==> src/rtl/oam_scan_control.sv <==
// Per-line OAM scan: walks entries 0..N_ENTRIES-1 and fills the sprite store.
// Optional OAM_SCAN_EARLY_EXIT_EN: the scan ends at the write that fills the store.
module oam_scan_control #(
    parameter int N_ENTRIES = 40,
    parameter int N_SLOTS   = 10
) (
    input  logic       clk1,
    input  logic       reset_video,
    input  logic       line_start,
    input  logic       ff40_d2,
    input  logic [7:0] v,
    input  logic [7:0] oam_y,
    input  logic [7:0] oam_x,
    output logic [5:0] oam_idx,
    output logic       oam_rd,
    output logic       store_we,
    output logic [3:0] store_slot,
    output logic [5:0] store_idx,
    output logic [3:0] store_row,
    output logic [7:0] store_x,
    output logic [3:0] spr_count,
    output logic       scan_busy,
    output logic       scan_done
);

    typedef enum logic [1:0] {
        IDLE,
        ADDR,
        CMP,
        DONE
    } state_t;

    localparam logic [5:0] LAST_IDX = 6'(N_ENTRIES - 1);
    localparam logic [3:0] FULL_CNT = 4'(N_SLOTS);

    state_t     state;
    logic [8:0] diff;
    logic [8:0] height;
    logic       hit;
    logic       last;

    // Y test against the live line/size; the write is dropped on a restart.
    always_comb begin
        diff     = {1'b0, v} + 9'd16 - {1'b0, oam_y};
        height   = ff40_d2 ? 9'd16 : 9'd8;
        hit      = diff < height;
        store_we = (state == CMP) && hit && (spr_count != FULL_CNT)
                   && !line_start;
`ifdef OAM_SCAN_EARLY_EXIT_EN
        last     = (oam_idx == LAST_IDX)
                   || (store_we && (spr_count == FULL_CNT - 4'd1));
`else
        last     = (oam_idx == LAST_IDX);
`endif
    end

    // Store-side payload is zeroed whenever no write is issued.
    always_comb begin
        store_slot = 4'd0;
        store_idx  = 6'd0;
        store_row  = 4'd0;
        store_x    = 8'd0;
        if (store_we) begin
            store_slot = spr_count;
            store_idx  = oam_idx;
            store_row  = diff[3:0];
            store_x    = oam_x;
        end
    end

    // Scan sequencer with registered handshake and status outputs.
    always_ff @(posedge clk1 or posedge reset_video) begin
        if (reset_video) begin
            state     <= IDLE;
            oam_idx   <= 6'd0;
            oam_rd    <= 1'b0;
            spr_count <= 4'd0;
            scan_busy <= 1'b0;
            scan_done <= 1'b0;
        end else begin
            scan_done <= 1'b0;
            if (line_start) begin
                state     <= ADDR;
                oam_idx   <= 6'd0;
                spr_count <= 4'd0;
                oam_rd    <= 1'b1;
                scan_busy <= 1'b1;
            end else begin
                unique case (state)
                    IDLE: begin
                        state <= IDLE;
                    end
                    ADDR: begin
                        state  <= CMP;
                        oam_rd <= 1'b0;
                    end
                    CMP: begin
                        if (store_we) begin
                            spr_count <= spr_count + 4'd1;
                        end
                        if (last) begin
                            state     <= DONE;
                            scan_busy <= 1'b0;
                            scan_done <= 1'b1;
                        end else begin
                            state   <= ADDR;
                            oam_idx <= oam_idx + 6'd1;
                            oam_rd  <= 1'b1;
                        end
                    end
                    DONE: begin
                        state <= IDLE;
                    end
                endcase
            end
        end
    end

endmodule

==> config.mk <==
export PLATFORM = sky130hd
export DESIGN_NAME = oam_scan_control
export DESIGN_NICKNAME = d
export VERILOG_FILES = /design/src/rtl/oam_scan_control.sv
export SDC_FILE = /design/constraint.sdc
export NUM_CORES = 1
export LEC_CHECK = 0
export BUFFER_PORTS_ARGS = -buffer_cell sky130_fd_sc_hd__buf_2
export CORE_UTILIZATION = 35
export CTS_CLUSTER_DIAMETER = 40
export DETAILED_ROUTE_END_ITERATION = 7
export PLACE_DENSITY = 0.74
export SYNTH_ARGS = -nofsm -noshare
export SYNTH_HDL_FRONTEND = slang
export SYNTH_SLANG_ARGS = --single-unit
==> constraint.sdc <==
create_clock -name clk1 -period 9.15 [get_ports clk1]
set_clock_uncertainty 0.2 [all_clocks]
set_input_delay 0.915 -clock clk1 [delete_from_list [all_inputs] [get_ports clk1]]
set_output_delay 0.915 -clock clk1 [all_outputs]
set_load 0.02 [all_outputs]
==> flow_summary.json, run 1 <==
{
  "synth_area_leaders": "sky130_fd_sc_hd__dfrtp_1, sky130_fd_sc_hd__ha_1, sky130_fd_sc_hd__and2_1",
  "p_seq_share_pct": 39.6,
  "cp-start-kind": "input port",
  "power.combinational.fraction_pct": 29.4,
  "grt_pass1_vias": 1109,
  "timing.hold.ws_ns": 0.2922,
  "finalWirelength_mm": 2.849,
  "tritoncts": "yes",
  "report.power.total_w": 0.0001736,
  "die-area_um2": 4143,
  "hold_crit_path_type": "register to register",
  "period_minus_slack_ns": 5.255,
  "top_signal_layer_used": "met4",
  "met1Wirelength_mm": 1.443,
  "multi_input_area_um2": 900.9,
  "outcome": "finished, final reports clean",
  "async_reset_ff_share_pct": 100.0,
  "global_route_wire_length_before_repair_mm": 4.871,
  "post_synth_instance_area_um2": 1361,
  "initial_utilization_pct": 36.91,
  "insertion_delay_ns": 0.25,
  "root_buffer": "sky130_fd_sc_hd__clkbuf_8",
  "groute.usage.overall_pct": 14.58,
  "ctsHtreeMaxLevel": 1,
  "worst-slew-pin-transition_ns": 1.023,
  "internal_power_w": 0.0001217,
  "synth.yosys.seq_area_share_pct": 27.57,
  "nFillCells": 377,
  "post_route_cells_drive_above_1_share_pct": 32.43,
  "net-switching-power_w": 0.00005188,
  "layout.area.seq_um2": 375.4,
  "yosysUniqueCellTypes": 38,
  "routed-via-count": 1284,
  "drv_cap": 0,
  "cpPeakStageDelay_ns": 0.81,
  "place_hpwl_mm": 2.243,
  "ys_warn_count": 0,
  "dieHeight_um": 64.37,
  "cts_hold_buffers": 0,
  "route.met3.wl_um": 185,
  "path_class": "input port to output port",
  "number_of_antenna_violations_at_the_first_check_in_global_routing": 0,
  "hold_violations": 0,
  "wl_per_cell_um": 10.55,
  "insertedDiodeCount": 0,
  "total_nets_after_synthesis": 207,
  "vias_per_cell": 4.756,
  "area_delta_synth_final_pct": 29.60,
  "die_w_um": 64.37,
  "synth.ff_latch_count": 15,
  "drt_pre_antenna_iters": 4,
  "p_per_area_nw_per_um2": 98.38,
  "antenna_violating_nets_post_route": 0,
  "netlist.top_cell.by_area": "sky130_fd_sc_hd__dfrtp_1",
  "postSynth.topFlopCell": "sky130_fd_sc_hd__dfrtp_1",
  "worst_ep_required_time_ns": 8.04,
  "post_cts_resized": 0,
  "row_count": 22,
  "crit_path_cell_trace": "buf_2 > ha_1 > ha_1 > a21o_1 > a211oi_1 > nor2_1 > ha_1 > inv_1 > o2111ai_1 > a211oi_2 > nand4_4 > nor2_1 > and2_1 > buf_2",
  "ir_drop_mv": 0.09817,
  "post-route-drc-count": 0,
  "clkPwrFrac_pct": 31.0,
  "rsz_0062_raised_after_global_routing": "no",
  "final.setup.tns_ns": 0,
  "final_cell_count_no_fill": 270,
  "worst-path-max-fanout": 21,
  "cts.reportedPaths.clkPinSlew_ns": 0.06,
  "slew_headroom_pct": 31.57,
  "critPathMostFrequentCell": "sky130_fd_sc_hd__ha_1",
  "cts.path.max_buffers": 2,
  "wl_met2_mm": 1.189,
  "fmax_mhz": 190.3,
  "power.static_leakage_nw": 0.9780,
  "post-place-cells": 266,
  "place_worst_setup_slack_ns": 3.826,
  "cp-end-kind": "output port",
  "io_pins": 64,
  "core_um2": 3689,
  "global_route.overflow_total": 0,
  "power.share.switching_pct": 29.89,
  "arrival_ns": 4.14,
  "grt_start_max_net_pins": 22,
  "clock_sinks": 15,
  "min_period_over_period_pct": 57.43,
  "post-synth-top-area-fraction_pct": 27.57,
  "syn-instance-count": 159,
  "postCtsSetupBuffers": 0,
  "syn-mean-instance-area_um2": 8.562,
  "final_max_slew_viol_count": 0,
  "synth-edff-count": 0,
  "critical-path-slowest-cell": "sky130_fd_sc_hd__nor2_1",
  "total_setup_violations_reported_at_the_end_of_the_flow": 0,
  "count_of_input_and_output_buffers": 63,
  "timing.final.ws_setup_ns": 3.895,
  "cts_inserted_buffers": 3,
  "finalNetCount": 271,
  "gpl.final_weighted_congestion": 0.8416,
  "drt-initial-drc-count": 30
}
==> power groups by stage <==
| stage | Clock [W] | Sequential (W) | Combinational (W) |
|---|---|---|---|
| floorplan | 0 | 0.0000706 | 0.0000372 |
| global placement | 0 | 0.0000698 | 0.0000512 |
| detailed placement | 0 | 0.0000698 | 0.0000512 |
| CTS | 0.0000544 | 0.0000687 | 0.0000515 |
| global route | 0.0000590 | 0.0000688 | 0.0000589 |
| finish | 0.0000538 | 0.0000687 | 0.0000511 |
==> per-layer routing <==
| layer | vias up | global-route usage (%) |
|---|---|---|
| met3 | 5 | 3.750 |
| met5 | - | 0 |
| met4 | 0 | 4.167 |
| met2 | 44 | 22.37 |
| met1 | 567 | 19.98 |
| li1 | 668 | - |
==> critical path: cells and delay by family <==
kind,cells,cell delay [ns]
and+or+nand+nor,4,1.30
adders and majority gates,3,0.82
AOI/OAI and AO/OA,4,0.79
buffers and inverters,3,0.32
==> cells by family (layout without fill, tap and decap cells) <==
group	Yosys count	count (layout)	synth area share, %
AOI/OAI and AO/OA	32	32	15.90
xor gates and xnor gates	5	5	3.217
adders and majority gates	20	20	18.93
buffers and inverters	22	85	6.249
DFF	15	15	27.57
muxes	3	3	2.298
and+or+nand+nor	62	62	25.83
==> cell usage in the layout, fill, tap and decap left out, types with 2 or more instances in the layout <==
master	instances
sky130_fd_sc_hd__mux2i_1	2
sky130_fd_sc_hd__a21o_1	2
sky130_fd_sc_hd__dfrtp_1	15
sky130_fd_sc_hd__a211oi_1	4
sky130_fd_sc_hd__o21ai_0	6
sky130_fd_sc_hd__buf_2	63
sky130_fd_sc_hd__nor3_1	2
sky130_fd_sc_hd__and2_1	20
sky130_fd_sc_hd__nor2b_1	4
sky130_fd_sc_hd__xor2_1	3
sky130_fd_sc_hd__clkbuf_8	3
sky130_fd_sc_hd__nand3_1	4
sky130_fd_sc_hd__or2_2	2
sky130_fd_sc_hd__inv_1	18
sky130_fd_sc_hd__or3_1	3
sky130_fd_sc_hd__ha_1	19
sky130_fd_sc_hd__o21a_1	2
sky130_fd_sc_hd__xnor2_1	2
sky130_fd_sc_hd__a211o_1	3
sky130_fd_sc_hd__nor2_1	16
sky130_fd_sc_hd__nand2_1	4
sky130_fd_sc_hd__a21oi_1	9
==> sequential cells by signal, indices dropped and copies added (netlist names) <==
name and count:
oam_idx 6, oam_rd 1, scan_busy 1, scan_done 1, spr_count 4, state 2
==> cells in the mapped netlist, drive strengths merged (4+ instances only) <==
cell and instances:
nand2 4, a21oi 9, dfrtp 15, nor2 16, and2 20, inv 18, ha 19, o21ai 7
nor2b 4, a211oi 5, nand3 4
==> final timing paths <==
check / from / to / slack (ns) / cells past startpoint
max: v[2] / store_row[3] / 3.90 / 14
min: scan_busy / scan_busy / 0.29 / 1
max reg2reg: spr_count[0] / spr_count[2] / 6.99 / 8
min reg2reg: scan_busy / scan_busy / 0.29 / 1
max in group asynchronous: reset_video / spr_count[3] / 7.87 / 2
min in group asynchronous: reset_video / spr_count[2] / 0.51 / 2
==> layout make-up <==
class / instances / area share (%)
timing repair buffer: 63 / 17.87
sequential: 15 / 21.28
multi-input combinational: 122 / 51.06
clock buffer: 4 / 2.553
tap: 48 / 3.404
inverter: 18 / 3.830
==> per-stage QoR <==
step	utilization (%)	instance area, um2
2_1_floorplan	-	1361
3_3_place_gp	46.61	1719
3_5_place_dp	46.61	1719
4_1_cts	47.83	1764
5_1_grt	47.83	1764
6_report	47.83	1764
(Power assumes the default switching activity.)
==> inputs of run 2 (changes only) <==
--- a/config.mk
+++ b/config.mk
@@ -9,7 +9,7 @@
 export CORE_UTILIZATION = 35
 export CTS_CLUSTER_DIAMETER = 40
 export DETAILED_ROUTE_END_ITERATION = 7
-export PLACE_DENSITY = 0.74
+export PLACE_DENSITY = 0.76
 export SYNTH_ARGS = -nofsm -noshare
 export SYNTH_HDL_FRONTEND = slang
 export SYNTH_SLANG_ARGS = --single-unit
==> constraint.sdc (replaced) <==
create_clock -name clk1 -period 4.55 [get_ports clk1]
set_clock_uncertainty 0.2 [all_clocks]
set_input_delay 0.455 -clock clk1 [delete_from_list [all_inputs] [get_ports clk1]]
set_output_delay 0.455 -clock clk1 [all_outputs]
set_load 0.02 [all_outputs]
==> flow_summary.json, run 2 (synthesis gave the netlist of run 1 again) <==
{
  "largest_register_ff_count": 6,
  "cp-endpoint": "store_idx[1]",
  "die_w_um": 64.37,
  "outcome": "finished, final reports clean",
  "rsz_0062_raised_after_global_routing": "no",
  "postCtsSetupBuffers": 0,
  "fmax_mhz": 252.6,
  "post_route_cells_drive_above_1_share_pct": 32.74,
  "hold_crit_path_type": "input port to asynchronous set/reset pin",
  "gpl.final_weighted_congestion": 0.7973,
  "drv_cap": 0,
  "groute.usage.overall_pct": 14.39,
  "post_cts_resized": 0,
  "ctsHtreeMaxLevel": 1,
  "worst_ep_required_time_ns": 3.89,
  "ir_drop_mv": 0.2127,
  "r2r_end": "spr_count[2]",
  "routed-via-count": 1273,
  "cts_inserted_buffers": 3,
  "period_minus_slack_ns": 3.958,
  "die-area_um2": 4143,
  "total_setup_violations_reported_at_the_end_of_the_flow": 0,
  "final.setup.tns_ns": 0,
  "path_class": "input port to output port",
  "critical-path-slowest-cell": "sky130_fd_sc_hd__ha_1",
  "timing.hold.ws_ns": 0.04100,
  "power.static_leakage_nw": 0.9835,
  "io_pins": 64,
  "worst-slew-pin-transition_ns": 0.5478,
  "cp-start-kind": "input port",
  "drt-initial-drc-count": 36,
  "reg2reg_setup_slack_ns": 2.35,
  "timing.final.ws_setup_ns": 0.5919,
  "antenna_violating_nets_post_route": 0,
  "root_buffer": "sky130_fd_sc_hd__clkbuf_8",
  "crit-reg2reg-launch": "spr_count[0]",
  "insertion_delay_ns": 0.25,
  "worst-path-max-fanout": 17,
  "final_max_slew_viol_count": 0,
  "largestRegisters": "oam_idx x6, spr_count x4, state x2",
  "number_of_antenna_violations_at_the_first_check_in_global_routing": 0,
  "wl_per_cell_um": 10.52,
  "report.power.total_w": 0.0003468,
  "place_worst_setup_slack_ns": 0.5529,
  "crit_path_cell_trace": "buf_2 > ha_1 > ha_1 > a211oi_1 > nor2_1 > nor2_1 > ha_1 > o21a_1 > a211oi_2 > nand4_4 > nor2_1 > buf_4 > and2_1 > buf_2",
  "p_per_area_nw_per_um2": 195.7,
  "cp-end-kind": "output port",
  "row_count": 22,
  "post-route-drc-count": 0,
  "largest-register": "oam_idx",
  "grt_start_max_net_pins": 20,
  "arrival_ns": 3.30,
  "core_um2": 3689,
  "area_delta_synth_final_pct": 30.15,
  "clock_sinks": 15,
  "hold_violations": 0,
  "cts.reportedPaths.clkPinSlew_ns": 0.06,
  "tritoncts": "yes",
  "dieHeight_um": 64.37,
  "global_route_wire_length_before_repair_mm": 4.781,
  "utilization_pct": 48.03,
  "min_period_over_period_pct": 86.99,
  "place_hpwl_mm": 2.271,
  "cts.path.max_buffers": 2,
  "insertedDiodeCount": 0,
  "cp-startpoint": "v[2]",
  "finalNetCount": 272,
  "finalWirelength_mm": 2.851,
  "nFillCells": 381,
  "vias_per_cell": 4.697,
  "global_route.overflow_total": 0,
  "layout_common_cells": "sky130_fd_sc_hd__buf_2, sky130_fd_sc_hd__and2_1, sky130_fd_sc_hd__ha_1",
  "cpPeakStageDelay_ns": 0.32,
  "drt_pre_antenna_iters": 4,
  "initial_utilization_pct": 36.91,
  "grt_pass1_vias": 1113,
  "final_common_cell": "sky130_fd_sc_hd__buf_2",
  "count_of_input_and_output_buffers": 63,
  "cts_hold_buffers": 0,
  "slew_headroom_pct": 63.44,
  "worst_r2r_path_depth": 8
}
run 2: report_power, final:
| group | internal, W | switching [W] | leakage (nW) |
|---|---|---|---|
| Combinational | 0.0000468 | 0.0000561 | 0.764 |
| Sequential | 0.000136 | 0.00000179 | 0.197 |
| Clock | 0.0000620 | 0.0000438 | 0.0228 |
| Total | 0.000245 | 0.000102 | 0.983 |
run 2: final cells by class:
class                   count  area (um2)  area share [%]
well taps                  48       60.06           3.390
flip-flops and latches     15       375.4           21.19
repair buffers             64       322.8           18.22
multi-input cells         122       900.9           50.85
inverters                  18       67.56           3.814
clock buffers               4       45.04           2.542
run 2: layer usage:
| layer | vias up | track usage [%] | routed length [um] |
|---|---|---|---|
| met4 | 0 | 3.333 | 31 |
| li1 | 666 | - | - |
| met2 | 37 | 23.42 | 1242 |
| met3 | 4 | 3.929 | 164 |
| met5 | - | 0 | 0 |
| met1 | 566 | 18.76 | 1412 |
run 2: worst max-delay path, delay by kind of cell:
kind | cells | cell delay, ns
fa+ha+maj | 3 | 0.88
compound gates | 3 | 0.63
buf+inv | 3 | 0.50
simple gates | 5 | 0.82
run 2: worst min-delay path by stage:
stage | startpoint | endpoint | slack (ns)
floorplan | reset_video | oam_idx[0] | 0.16
global placement | scan_busy | scan_busy | 0.26
detailed placement | scan_busy | scan_busy | 0.27
CTS | reset_video | state[1] | 0.06
global route | reset_video | scan_done | 0.09
finish | reset_video | state[1] | 0.04
run 2: metrics by stage:
stage | instances | cell area, um2
floorplan | 159 | 1361
global placement | 267 | 1727
detailed placement | 267 | 1727
CTS | 271 | 1772
global route | 271 | 1772
finish | 271 | 1772
==> inputs of run 3 (changes only) <==
--- a/config.mk
+++ b/config.mk
@@ -5,11 +5,13 @@
 export SDC_FILE = /design/constraint.sdc
 export NUM_CORES = 1
 export LEC_CHECK = 0
+export ABC_AREA = 1
 export BUFFER_PORTS_ARGS = -buffer_cell sky130_fd_sc_hd__buf_2
-export CORE_UTILIZATION = 35
+export CORE_UTILIZATION = 45
 export CTS_CLUSTER_DIAMETER = 40
 export DETAILED_ROUTE_END_ITERATION = 7
-export PLACE_DENSITY = 0.76
+export PLACE_DENSITY = 0.89
+export SKIP_LAST_GASP = 1
 export SYNTH_ARGS = -nofsm -noshare
 export SYNTH_HDL_FRONTEND = slang
 export SYNTH_SLANG_ARGS = --single-unit
==> flow_summary.json, run 3 <==
{
  "outcome": "complete, but fails checks",
  "violations": "negative hold slack",
  "antenna_violating_nets_post_route": 0,
  "count_of_input_and_output_buffers": 63,
  "global_route.overflow_total": 0,
  "ctsHtreeMaxLevel": 1,
  "area_delta_synth_final_pct": 22.12,
  "cts.path.max_buffers": 2,
  "power.share.switching_pct": 37.34,
  "yosys.cell_count.top_type": "sky130_fd_sc_hd__inv_1",
  "die_w_um": 62.38,
  "net-switching-power_w": 0.0001345,
  "power.static_leakage_nw": 1.179,
  "insertion_delay_ns": 0.28,
  "total_setup_violations_reported_at_the_end_of_the_flow": 0,
  "tritoncts": "yes",
  "p_seq_share_pct": 39.4,
  "post-synth-top-area-fraction_pct": 22.88,
  "final.setup.tns_ns": 0,
  "synth_area_leaders": "sky130_fd_sc_hd__dfrtp_1, sky130_fd_sc_hd__ha_1, sky130_fd_sc_hd__nor2_4",
  "ir_drop_mv": 0.09873,
  "post_synth_instance_area_um2": 1640,
  "postSynth.topFlopCell": "sky130_fd_sc_hd__dfrtp_1",
  "cp_num_buf_inv": 3,
  "initial_utilization_pct": 48.02,
  "cp-end-kind": "output port",
  "total_nets_after_synthesis": 264,
  "syn-instance-count": 216,
  "cts_hold_buffers": 0,
  "ys_warn_count": 0,
  "layout_common_cells": "sky130_fd_sc_hd__buf_2, sky130_fd_sc_hd__inv_1, sky130_fd_sc_hd__nand2_1",
  "insertedDiodeCount": 0,
  "largestRegisters": "oam_idx x6, spr_count x4, state x2",
  "place_hpwl_mm": 2.622,
  "cp-start-kind": "input port",
  "slew_headroom_pct": 64.59,
  "clock_sinks": 15,
  "async_reset_ff_share_pct": 100.0,
  "grt_pass1_vias": 1366,
  "grt_start_max_net_pins": 20,
  "finalNetCount": 330,
  "clkPwrFrac_pct": 20.4,
  "final_max_slew_viol_count": 0,
  "worst-path-max-fanout": 13,
  "global_route_wire_length_before_repair_mm": 5.444,
  "synth.yosys.seq_area_share_pct": 22.88,
  "gpl.final_weighted_congestion": 0.8106,
  "period_minus_slack_ns": 3.908,
  "row_count": 21,
  "die-area_um2": 3891,
  "synth.ff_latch_count": 15,
  "wl_per_cell_um": 9.239,
  "largest-register": "oam_idx",
  "hold_violations": 13,
  "post-route-drc-count": 0,
  "post_cts_resized": 0,
  "rsz_0062_raised_after_global_routing": "no",
  "postCtsSetupBuffers": 0,
  "power.combinational.fraction_pct": 40.2,
  "min_period_over_period_pct": 85.89,
  "crit_path_cell_trace": "buf_2 > ha_1 > ha_1 > or2_4 > nand2_1 > xor2_1 > ha_1 > nand2_1 > nand2_1 > nor2_2 > nand2_2 > nor2_8 > nand3_4 > buf_4 > nor2_4 > buf_2",
  "finalWirelength_mm": 3.021,
  "crit-reg2reg-launch": "spr_count[0]",
  "p_per_area_nw_per_um2": 179.9,
  "path_class": "input port to output port",
  "critPathTopFamily": "simple AND/OR/NAND/NOR gates",
  "drt-initial-drc-count": 33,
  "number_of_antenna_violations_at_the_first_check_in_global_routing": 0,
  "arrival_ns": 3.25,
  "cpPeakStageDelay_ns": 0.35,
  "worst_r2r_path_depth": 12,
  "final_common_cell": "sky130_fd_sc_hd__buf_2",
  "internal_power_w": 0.0002258,
  "drt_pre_antenna_iters": 4,
  "fmax_mhz": 255.9,
  "vias_per_cell": 4.612,
  "critical-path-slowest-cell": "sky130_fd_sc_hd__ha_1",
  "synth-edff-count": 0,
  "reg2reg_setup_slack_ns": 2.59,
  "r2r_end": "spr_count[1]",
  "worst-slew-pin-transition_ns": 0.5306,
  "core_um2": 3416,
  "syn-mean-instance-area_um2": 7.594,
  "cts.reportedPaths.clkPinSlew_ns": 0.08,
  "post_route_cells_drive_above_1_share_pct": 35.23,
  "groute.usage.overall_pct": 17.15,
  "dieHeight_um": 62.38,
  "io_pins": 64,
  "yosysUniqueCellTypes": 26,
  "post_synth_most_frequent_cells": "sky130_fd_sc_hd__inv_1, sky130_fd_sc_hd__nand2_1, sky130_fd_sc_hd__nor2_4",
  "largest_register_ff_count": 6,
  "cts_inserted_buffers": 3,
  "routed-via-count": 1508,
  "root_buffer": "sky130_fd_sc_hd__clkbuf_4",
  "worst_ep_required_time_ns": 3.89,
  "drv_cap": 0,
  "timing.hold.ws_ns": -0.003334,
  "netlist.top_cell.by_area": "sky130_fd_sc_hd__dfrtp_1",
  "hold_crit_path_type": "input port to asynchronous set/reset pin"
}
## run 3: cell types whose count changed after synthesis, sizes merged, moves of 5 or more
cell / before / now
nor2: 16 / 36
and2: 20 / 0
nand3: 4 / 19
nand2: 4 / 44
inv: 18 / 51
a211oi: 5 / 0
## run 3: logic make-up after synthesis
group | count (synthesis) | synth area share (%)
buf+inv | 55 | 14.57
flops | 15 | 22.88
xor+xnor | 3 | 1.602
fa+ha+maj | 20 | 15.71
simple gates | 109 | 40.27
compound gates | 14 | 4.958
## run 3: power by group through the flow
stage	Combinational [W]	Sequential [W]	Clock, W
2_1_floorplan	0.000107	0.000150	0
3_3_place_gp	0.000141	0.000144	0
3_5_place_dp	0.000146	0.000145	0
4_1_cts	0.000147	0.000142	0.0000753
5_1_grt	0.000166	0.000143	0.0000828
6_report	0.000145	0.000142	0.0000735
## run 3: layer usage
| metal | track usage (%) | part of all wire [%] | routed length, um |
|---|---|---|---|
| met5 | 0 | 0 | 0 |
| met4 | 3.488 | 0.63 | 19 |
| met3 | 4.015 | 6.8 | 206 |
| met2 | 31.46 | 51 | 1548 |
| met1 | 20.25 | 41 | 1247 |
## run 3: layout make-up
| type | count | area, um2 |
|---|---|---|
| clock buffer | 4 | 26.28 |
| inverter | 52 | 195.2 |
| fill | 313 | 1413 |
| multi-input combinational | 146 | 1026 |
| timing repair buffer | 64 | 322.8 |
| sequential | 15 | 375.4 |
| tap | 46 | 57.56 |
## run 3: stage by stage
stage | instances | worst slack [ns] | total power (W) | utilization [%] | instance area [um2]
finish | 327 | 0.6422 | 0.0003603 | 58.64 | 2003
global route | 327 | 0.4295 | 0.0003921 | 58.64 | 2003
CTS | 327 | 0.5979 | 0.0003643 | 58.64 | 2003
detailed placement | 323 | 0.6064 | 0.0002910 | 57.88 | 1977
global placement | 323 | 0.6841 | 0.0002855 | 57.88 | 1977
floorplan | 216 | 1.279 | 0.0002567 | - | 1640
## run 3: how the worst max path moves through the flow
stage / from / depth (start not counted) / slack [ns] / endpoint
2_1_floorplan: oam_y[3] / 15 / 1.28 / store_row[0]
3_3_place_gp: v[3] / 16 / 0.68 / store_row[2]
3_5_place_dp: v[3] / 16 / 0.61 / store_x[2]
4_1_cts: v[3] / 16 / 0.60 / store_x[2]
5_1_grt: v[3] / 16 / 0.43 / store_row[2]
6_report: v[3] / 16 / 0.64 / store_x[6]
